**config.mk**
```make
export PLATFORM = sky130hd
export DESIGN_NAME = writeback_stage_flat
export DESIGN_NICKNAME = d
export VERILOG_FILES = /design/src/rtl/wb_pkg.sv /design/src/rtl/writeback_stage_if.sv /design/src/rtl/wb_load_align.sv /design/src/rtl/writeback_stage.sv /design/src/flat_wrapper.sv
export SDC_FILE = /design/constraint.sdc
export NUM_CORES = 1
export LEC_CHECK = 0
export CAP_MARGIN = 40
export CORE_AREA = 3 3 137 139
export DETAILED_ROUTE_END_ITERATION = 10
export DIE_AREA = 0 0 140 142
export GPL_ROUTABILITY_DRIVEN = 0
export GPL_TIMING_DRIVEN = 0
export PLACE_DENSITY_LB_ADDON = 0.15
export SETUP_SLACK_MARGIN = 0.5
export SYNTH_ARGS = -nofsm -noshare
export SYNTH_HDL_FRONTEND = slang
export SYNTH_SLANG_ARGS = --single-unit
export TNS_END_PERCENT = 1
```
**constraint.sdc**
```tcl
create_clock -name clk -period 4.4 [get_ports clk]
set_input_delay 0.88 -clock clk [delete_from_list [all_inputs] [get_ports clk]]
set_output_delay 0.88 -clock clk [all_outputs]
set_load 0.02 [all_outputs]
```
**src/rtl/wb_pkg.sv**
```systemverilog
// Shared types for the writeback stage: result source, load size, FSM state.
// Imported by writeback_stage and wb_load_align.
package wb_pkg;

  typedef enum logic [1:0] {
    SRC_ALU  = 2'd0,
    SRC_MEM  = 2'd1,
    SRC_LINK = 2'd2
  } src_e;

  typedef enum logic [1:0] {
    SZ_B = 2'd0,
    SZ_H = 2'd1,
    SZ_W = 2'd2,
    SZ_D = 2'd3
  } size_e;

  typedef enum logic {
    IDLE     = 1'b0,
    WAIT_MEM = 1'b1
  } state_e;

endpackage

```
**src/rtl/writeback_stage_if.sv**
```systemverilog
// MEM/WB handshake, load response and register-file write port bundle.
// master = memory stage side, slave = writeback stage.
interface writeback_stage_if #(
  parameter int DATA_W = 64,
  parameter int RA_W   = 5
);

  logic              in_valid;
  logic              in_ready;
  logic              in_we;
  logic [RA_W-1:0]   in_rd;
  logic [1:0]        in_src;
  logic [DATA_W-1:0] in_alu;
  logic [DATA_W-1:0] in_pc;
  logic [1:0]        in_size;
  logic              in_signed;
  logic [2:0]        in_addr_lo;
  logic              mem_rvalid;
  logic [DATA_W-1:0] mem_rdata;
  logic              wb_en;
  logic [RA_W-1:0]   wb_rd;
  logic [DATA_W-1:0] wb_data;
  logic              busy;

  modport master (
    output in_valid, in_we, in_rd, in_src,
    output in_alu, in_pc, in_size, in_signed,
    output in_addr_lo, mem_rvalid, mem_rdata,
    input  in_ready, wb_en, wb_rd, wb_data, busy
  );

  modport slave (
    input  in_valid, in_we, in_rd, in_src,
    input  in_alu, in_pc, in_size, in_signed,
    input  in_addr_lo, mem_rvalid, mem_rdata,
    output in_ready, wb_en, wb_rd, wb_data, busy
  );

endinterface

```
**src/rtl/wb_load_align.sv**
```systemverilog
// Sub-word load lane select with zero/sign extension (combinational).
// Used by writeback_stage only when WB_LOAD_EXT_EN is defined.
module wb_load_align
  import wb_pkg::*;
#(
  parameter int DATA_W = 64
) (
  input  logic [DATA_W-1:0] rdata,
  input  size_e             size,
  input  logic              sign_ext,
  input  logic [2:0]        addr_lo,
  output logic [DATA_W-1:0] data
);

  localparam logic [DATA_W-1:0] ONES = '1;

  logic              is_b;
  logic              is_h;
  logic              is_w;
  logic              is_d;
  logic [2:0]        lo;
  logic [DATA_W-1:0] mask;
  logic [DATA_W-1:0] sh;
  logic [DATA_W-1:0] lane;
  logic              msb;

  // A 32-bit datapath has no dword lanes: size 3 folds into word.
  assign is_b = (size == SZ_B);
  assign is_h = (size == SZ_H);
  assign is_w = (size == SZ_W) ||
                (size == SZ_D && DATA_W == 32);
  assign is_d = (size == SZ_D) && (DATA_W != 32);

  always_comb begin
    lo   = addr_lo;
    mask = ONES;
    if (DATA_W == 32) lo[2] = 1'b0;
    unique case (1'b1)
      is_b: begin
        mask = DATA_W'(8'hFF);
      end
      is_h: begin
        lo[0] = 1'b0;
        mask  = DATA_W'(16'hFFFF);
      end
      is_w: begin
        lo[1:0] = 2'b00;
        mask    = DATA_W'(32'hFFFF_FFFF);
      end
      is_d: begin
        lo   = 3'b000;
        mask = ONES;
      end
      default: begin
        lo   = 3'b000;
        mask = ONES;
      end
    endcase
  end

  // Lane MSB is the highest set bit of the mask.
  assign sh   = rdata >> {lo, 3'b000};
  assign lane = sh & mask;
  assign msb  = |(lane & ~(mask >> 1));
  assign data = (sign_ext && msb) ? (lane | ~mask) : lane;

endmodule

```
**src/rtl/writeback_stage.sv**
```systemverilog
// MEM/WB register, result mux and load-response wait FSM.
// Define WB_LOAD_EXT_EN to enable sub-word load extraction.
module writeback_stage
  import wb_pkg::*;
#(
  parameter int DATA_W      = 64,
  parameter int RA_W        = 5,
  parameter int ZERO_REG    = 31,
  parameter int LINK_OFFSET = 4
) (
  input logic              clk,
  input logic              rst,
  writeback_stage_if.slave bus
);

  localparam logic [RA_W-1:0]   ZR   = RA_W'(ZERO_REG);
  localparam logic [DATA_W-1:0] LOFF = DATA_W'(LINK_OFFSET);

  state_e            state_q, state_d;
  logic              we_q, we_d;
  logic [RA_W-1:0]   rd_q, rd_d;
  logic              wb_en_q, wb_en_d;
  logic [RA_W-1:0]   wb_rd_q, wb_rd_d;
  logic [DATA_W-1:0] wb_data_q, wb_data_d;
  logic [DATA_W-1:0] load_val;
  logic              accept;
  logic              is_load;
  logic              resp;

  assign accept  = bus.in_valid && (state_q == IDLE);
  assign is_load = (bus.in_src == SRC_MEM);
  assign resp    = bus.mem_rvalid && (state_q == WAIT_MEM);

`ifdef WB_LOAD_EXT_EN
  size_e      size_q, size_d;
  logic       sgn_q, sgn_d;
  logic [2:0] lo_q, lo_d;

  always_comb begin
    size_d = size_q;
    sgn_d  = sgn_q;
    lo_d   = lo_q;
    if (accept && is_load) begin
      size_d = size_e'(bus.in_size);
      sgn_d  = bus.in_signed;
      lo_d   = bus.in_addr_lo;
    end
  end

  always_ff @(posedge clk or posedge rst) begin
    if (rst) begin
      size_q <= SZ_B;
      sgn_q  <= 1'b0;
      lo_q   <= 3'b000;
    end else begin
      size_q <= size_d;
      sgn_q  <= sgn_d;
      lo_q   <= lo_d;
    end
  end

  wb_load_align #(
    .DATA_W (DATA_W)
  ) u_align (
    .rdata    (bus.mem_rdata),
    .size     (size_q),
    .sign_ext (sgn_q),
    .addr_lo  (lo_q),
    .data     (load_val)
  );
`else
  logic unused_ext;

  assign unused_ext = ^{bus.in_size, bus.in_signed, bus.in_addr_lo};
  assign load_val   = bus.mem_rdata;
`endif

  always_ff @(posedge clk or posedge rst) begin
    if (rst) state_q <= IDLE;
    else     state_q <= state_d;
  end

  always_comb begin
    state_d = state_q;
    unique case (state_q)
      IDLE:     if (accept && is_load) state_d = WAIT_MEM;
      WAIT_MEM: if (resp) state_d = IDLE;
      default:  state_d = IDLE;
    endcase
  end

  // rd/data only move on a real write so they hold otherwise.
  always_comb begin
    we_d      = we_q;
    rd_d      = rd_q;
    wb_en_d   = 1'b0;
    wb_rd_d   = wb_rd_q;
    wb_data_d = wb_data_q;
    unique case (1'b1)
      accept && is_load: begin
        we_d = bus.in_we;
        rd_d = bus.in_rd;
      end
      accept && !is_load: begin
        wb_en_d = bus.in_we && (bus.in_rd != ZR);
        if (wb_en_d) begin
          wb_rd_d   = bus.in_rd;
          wb_data_d = (bus.in_src == SRC_LINK) ?
                      bus.in_pc + LOFF : bus.in_alu;
        end
      end
      resp: begin
        wb_en_d = we_q && (rd_q != ZR);
        if (wb_en_d) begin
          wb_rd_d   = rd_q;
          wb_data_d = load_val;
        end
      end
      default: ;
    endcase
  end

  always_ff @(posedge clk or posedge rst) begin
    if (rst) begin
      we_q      <= 1'b0;
      rd_q      <= '0;
      wb_en_q   <= 1'b0;
      wb_rd_q   <= '0;
      wb_data_q <= '0;
    end else begin
      we_q      <= we_d;
      rd_q      <= rd_d;
      wb_en_q   <= wb_en_d;
      wb_rd_q   <= wb_rd_d;
      wb_data_q <= wb_data_d;
    end
  end

  assign bus.in_ready = (state_q == IDLE);
  assign bus.busy     = (state_q == WAIT_MEM);
  assign bus.wb_en    = wb_en_q;
  assign bus.wb_rd    = wb_rd_q;
  assign bus.wb_data  = wb_data_q;

endmodule

```
**src/flat_wrapper.sv**
```systemverilog
// flat-port wrapper written by rule: the top's interface ports become plain ports
module writeback_stage_flat import wb_pkg::*;
#(
  parameter int DATA_W      = 64,
  parameter int RA_W        = 5,
  parameter int ZERO_REG    = 31,
  parameter int LINK_OFFSET = 4
)
  (clk, rst, bus_in_valid, bus_in_we, bus_in_rd, bus_in_src, bus_in_alu, bus_in_pc, bus_in_size, bus_in_signed, bus_in_addr_lo, bus_mem_rvalid, bus_mem_rdata, bus_in_ready, bus_wb_en, bus_wb_rd, bus_wb_data, bus_busy);
  writeback_stage_if #(.DATA_W(DATA_W), .RA_W(RA_W)) bus_i ();
  input logic clk;
  input logic rst;
  input wire logic [$bits(bus_i.in_valid)-1:0] bus_in_valid;
  input wire logic [$bits(bus_i.in_we)-1:0] bus_in_we;
  input wire logic [$bits(bus_i.in_rd)-1:0] bus_in_rd;
  input wire logic [$bits(bus_i.in_src)-1:0] bus_in_src;
  input wire logic [$bits(bus_i.in_alu)-1:0] bus_in_alu;
  input wire logic [$bits(bus_i.in_pc)-1:0] bus_in_pc;
  input wire logic [$bits(bus_i.in_size)-1:0] bus_in_size;
  input wire logic [$bits(bus_i.in_signed)-1:0] bus_in_signed;
  input wire logic [$bits(bus_i.in_addr_lo)-1:0] bus_in_addr_lo;
  input wire logic [$bits(bus_i.mem_rvalid)-1:0] bus_mem_rvalid;
  input wire logic [$bits(bus_i.mem_rdata)-1:0] bus_mem_rdata;
  output wire logic [$bits(bus_i.in_ready)-1:0] bus_in_ready;
  output wire logic [$bits(bus_i.wb_en)-1:0] bus_wb_en;
  output wire logic [$bits(bus_i.wb_rd)-1:0] bus_wb_rd;
  output wire logic [$bits(bus_i.wb_data)-1:0] bus_wb_data;
  output wire logic [$bits(bus_i.busy)-1:0] bus_busy;
  assign bus_i.in_valid = bus_in_valid;
  assign bus_i.in_we = bus_in_we;
  assign bus_i.in_rd = bus_in_rd;
  assign bus_i.in_src = bus_in_src;
  assign bus_i.in_alu = bus_in_alu;
  assign bus_i.in_pc = bus_in_pc;
  assign bus_i.in_size = bus_in_size;
  assign bus_i.in_signed = bus_in_signed;
  assign bus_i.in_addr_lo = bus_in_addr_lo;
  assign bus_i.mem_rvalid = bus_mem_rvalid;
  assign bus_i.mem_rdata = bus_mem_rdata;
  assign bus_in_ready = bus_i.in_ready;
  assign bus_wb_en = bus_i.wb_en;
  assign bus_wb_rd = bus_i.wb_rd;
  assign bus_wb_data = bus_i.wb_data;
  assign bus_busy = bus_i.busy;
  writeback_stage #(.DATA_W(DATA_W), .RA_W(RA_W), .ZERO_REG(ZERO_REG), .LINK_OFFSET(LINK_OFFSET)) u_core (.clk(clk), .rst(rst), .bus(bus_i));
endmodule
```
# Word level (Yosys, flattened, before mapping)
# Cells that the tools add are included.
# classes
add_sub_neg	1
eq_ne	6
n_mux	11
n_bitwise	1
reduce_logical	9
# op_table
op	count
2-to-1 mux 64 bit	3
case mux 64 bit (2 select lines)	1
adder 64 x 3 -> 64 bit, second input constant	1
2-to-1 mux 5 bit	2
!= test 5 bit, second input constant	2
case mux 5 bit (2 select lines)	1
logical AND 1 bit	6
!= test 2 bit, second input constant	2
case mux 1 bit (2 select lines)	2
AND reduction 3 bit	1
equality test 2 x 1 -> 1 bit, second input constant	1
equality test 2 bit, second input constant	1
2-to-1 mux 1 bit	2
nonzero test 2 bit	1
zero test 1 bit	1
inverter 1 bit	1
# totals
ff_bits	77
output_inout_bits	72
elab_cells	34

# Longest topological paths before layout
# depth
depth_word	5
ltp_mapped	8

# Least setup slack after synthesis
# Ideal clock, no wire load.
# synth_path
path_type	input to register
startpoint	input bus_in_pc[2]
endpoint	register u_core.wb_data_q[48] (netlist: u_core.bus.wb_data[48])
setup_ns	0.139
arrival_time_ns	2.563
t_required_ns	4.261
setup_slack_ns	1.698
path_stages	7
n_path_buf	0
path_cell_list	ha_1 > nand3_2 > or4_4 > nor4_4 > nand4_1 > xor2_1 > a21oi_2
# synth_between
elab_chain_len	4
# synth_lines
element	line_no	source
start, declared	flat_wrapper.sv:18	input wire logic [$bits(bus_i.in_pc)-1:0] bus_in_pc;
adder 64 x 3 -> 64 bit	writeback_stage.sv:109	bus.in_pc + LOFF : bus.in_alu;
2-to-1 mux 64 bit	writeback_stage.sv:108	wb_data_d = (bus.in_src == SRC_LINK) ?
2-to-1 mux 64 bit	writeback_stage.sv:106	if (wb_en_d) begin
case mux 64 bit (2 select lines)	writeback_stage.sv:99	unique case (1'b1)
end signal, assigned	writeback_stage.sv:135	wb_data_q <= wb_data_d;
end, declared	writeback_stage.sv:24	logic [DATA_W-1:0] wb_data_q, wb_data_d;
# No other way between the ends. The select of a mux whose other input is x is not followed.
# A chain may end at the register's enable or synchronous reset.

# Worst setup path in the final report
# layout_path
startpoint	input bus_in_pc[2]
endpoint	register u_core.wb_data_q[56] (netlist: u_core.bus.wb_data[56])
# Same word-level chain as after synthesis.

==> run metrics <==
Clock Sinks 77; power density cells 359 nW/um^2; sequential cell area 1930 um^2; TritonRoute pass-1 iters 5; Yosys warnings 0; RSZ-0062 raised after global routing no; top_reg_cell synth dfrtp_1; Clock Pin Slew Worst Setup and Hold Paths 0.06 ns; Final ANT Viol Nets 0; vias in the first global route 6302; Die H 142 um; Non-Filler Cell Area, Final 8600 um^2; Syn-to-layout area delta 64.4%; Post-Place Cell Area 8280 um^2; Total GRT Usage 23.8%; register area share after synthesis 36.8%; Setup Viol. Count Final 0; full die area 19900 um^2; CP startpoint kind primary input; Max FO, Critical Path 7; CTS buffer count 9; crit path DAT 3.73 ns; share of cells above drive strength 1 4.18%; crit path max-delay cell type or4_4; row cnt 49; post-cts sizing count 0; Vias/cell 5.32; drt total wl 24200 um; global-route wire length before repair 36600 um; root buffer cell clkbuf_16; later-pin clock latency in the skew report 0.34 ns; hold-fix buffers at CTS 0; Critical Path, Cell by Cell clkdlybuf4s50_1 > ha_1 > nand3_2 > or4_4 > nor4_4 > nand4_1 > xor2_1 > o22ai_1; # placed instances 1146; final worst path period need 3.52 ns; Slew HR 38.5%; max layer used met4; postcts setup bufs 0; met3 WL 1280 um; Syn Std Cell Area 5230 um^2; fin cells 1162; period utilisation layout 79.9%; area occupied by multi-input gates 3100 um^2; crit path kind in2reg; Avg WL per Cell 20.8 um; Synth async-reset ratio 100%; post-synthesis net count 854; TritonCTS clock tree done; met2 WL 11600 um; buffer depth of the longest clock path 2; # nets final 1139; Syn Area/Cell 8.14 um^2; core area 17800 um^2; Fillers 1803; Synth Instances 643; CP bufs+invs 1; fin. max-slew vios 0; dpl hpwl 19300 um; Req. time, crit path 4.61 ns; Post-synth EDFFs 0; drt initial violations 391; Final Hold Fails 0; initial antenna violation count 1; synth unique cells 47; slowest stage delay, CP 0.64 ns; most common cell after layout, fill and taps aside clkdlybuf4s50_1; most frequent cells in the layout 272 x clkdlybuf4s50_1, 83 x nor2_1, 77 x dfrtp_1; M1 WL 10700 um; Leakage Power 3.09 nW; CP endpoint kind flop; status complete, no violations; Seq cells post-synth 77; CTS H-tree lvls 3; Hold Path Class reg2reg; Max IR drop VDD 0.178 mV; vias 6186; top achievable clock speed 284 MHz; num ports 282; Worst-Margin Slew 0.915 ns; Initial Utilization 29.4%; Die W 140 um; largest net degree at the start of global routing 53; Residual DRC 0; Util after Layout 48.4%; PortBufs 272; max_cap viols 0; Layout Skew 0.00870 ns; total congestion overflow 0; family with the most delay on the worst path simple AND/OR/NAND/NOR gates
## cells by family after synthesis
logic type / synth area share [%]
simple gates: 24.3
buf+inv: 3.87
fa+ha+maj: 0.239
xor+xnor: 9.71
mux: 1.29
flops: 36.8
compound gates: 23.7
## cell type report
class	count	area share, %
Sequential cell	77	22.4
Multi-Input combinational cell	512	36.1
Timing Repair Buffer	274	32.1
Inverter	10	0.466
Clock buffer	11	2.82
Buffer	44	1.92
Antenna cell	1	0.0291
Tap cell	229	3.33
Clock inverter	4	0.844
## metal layers
metal | vias up | global-route usage [%]
met1 | 2963 | 32.1
met5 | - | 0
met2 | 239 | 39.8
met4 | 0 | 6.94
li1 | 2949 | -
met3 | 35 | 3.66
## power by group
part	total [W]	switching, W	internal [W]
registers	0.00101	0.000108	0.000898
logic	0.00126	0.000631	0.000629
clock network	0.000822	0.000313	0.000509
## sequential cells by signal, indices dropped and copies added, names as in the netlist
signal	count
u_core.bus.busy	1
u_core.bus.wb_data	64
u_core.bus.wb_en	1
u_core.bus.wb_rd	5
u_core.rd_q	5
u_core.we_q	1
## final timing paths
kind	slack (ns)	start	cells after the start	endpoint
max	0.88	bus_in_pc[2]	8	u_core.bus.wb_data[56]$_DFFE_PP0P_
min	0.49	u_core.bus.wb_data[1]$_DFFE_PP0P_	2	u_core.bus.wb_data[1]$_DFFE_PP0P_
max reg2reg	1.67	u_core.bus.busy$_DFF_PP0_	8	u_core.bus.wb_data[16]$_DFFE_PP0P_
min reg2reg	0.49	u_core.bus.wb_data[1]$_DFFE_PP0P_	2	u_core.bus.wb_data[1]$_DFFE_PP0P_
max in group asynchronous	2.91	rst	3	u_core.bus.wb_data[36]$_DFFE_PP0P_
min in group asynchronous	0.88	rst	2	u_core.bus.wb_rd[3]$_DFFE_PP0P_
## synthesized netlist by cell type, drive strengths merged, types with 12 or more instances
cell	number	share of area, %
o22ai	32	3.8
nor4	12	2.5
clkbuf	42	3.0
o21ai	55	5.3
dfrtp	77	37
a221oi	24	4.0
a21oi	51	4.9
nand3	26	2.7
xor2	26	4.4
nand4	23	3.0
xnor2	32	5.4
nor3	17	1.8
and3	13	1.6
nand2	54	3.9
nor2	83	6.0
## metrics by stage
stage	setup TNS (ns)	setup WS [ns]	total power, W	hold slack (ns)
floorplan	0	1.55	0.00156	0.480
global placement	-3.53	-0.0540	0.00226	0.466
detailed placement	0	0.540	0.00228	0.478
CTS	0	0.900	0.00311	0.492
global route	0	0.705	0.00324	0.510
finish	0	0.884	0.00309	0.488
## worst reg2reg max path, cell delays in order, from the launching register on
cell and delay (ns):
dfrtp_1 0.41, nand3b_1 0.18, a211oi_2 0.47, a31oi_1 0.24, inv_2 0.10, clkbuf_1 0.36
clkbuf_1 0.62, nor2_1 0.09, o22ai_1 0.18
(Power assumes the default switching activity.)
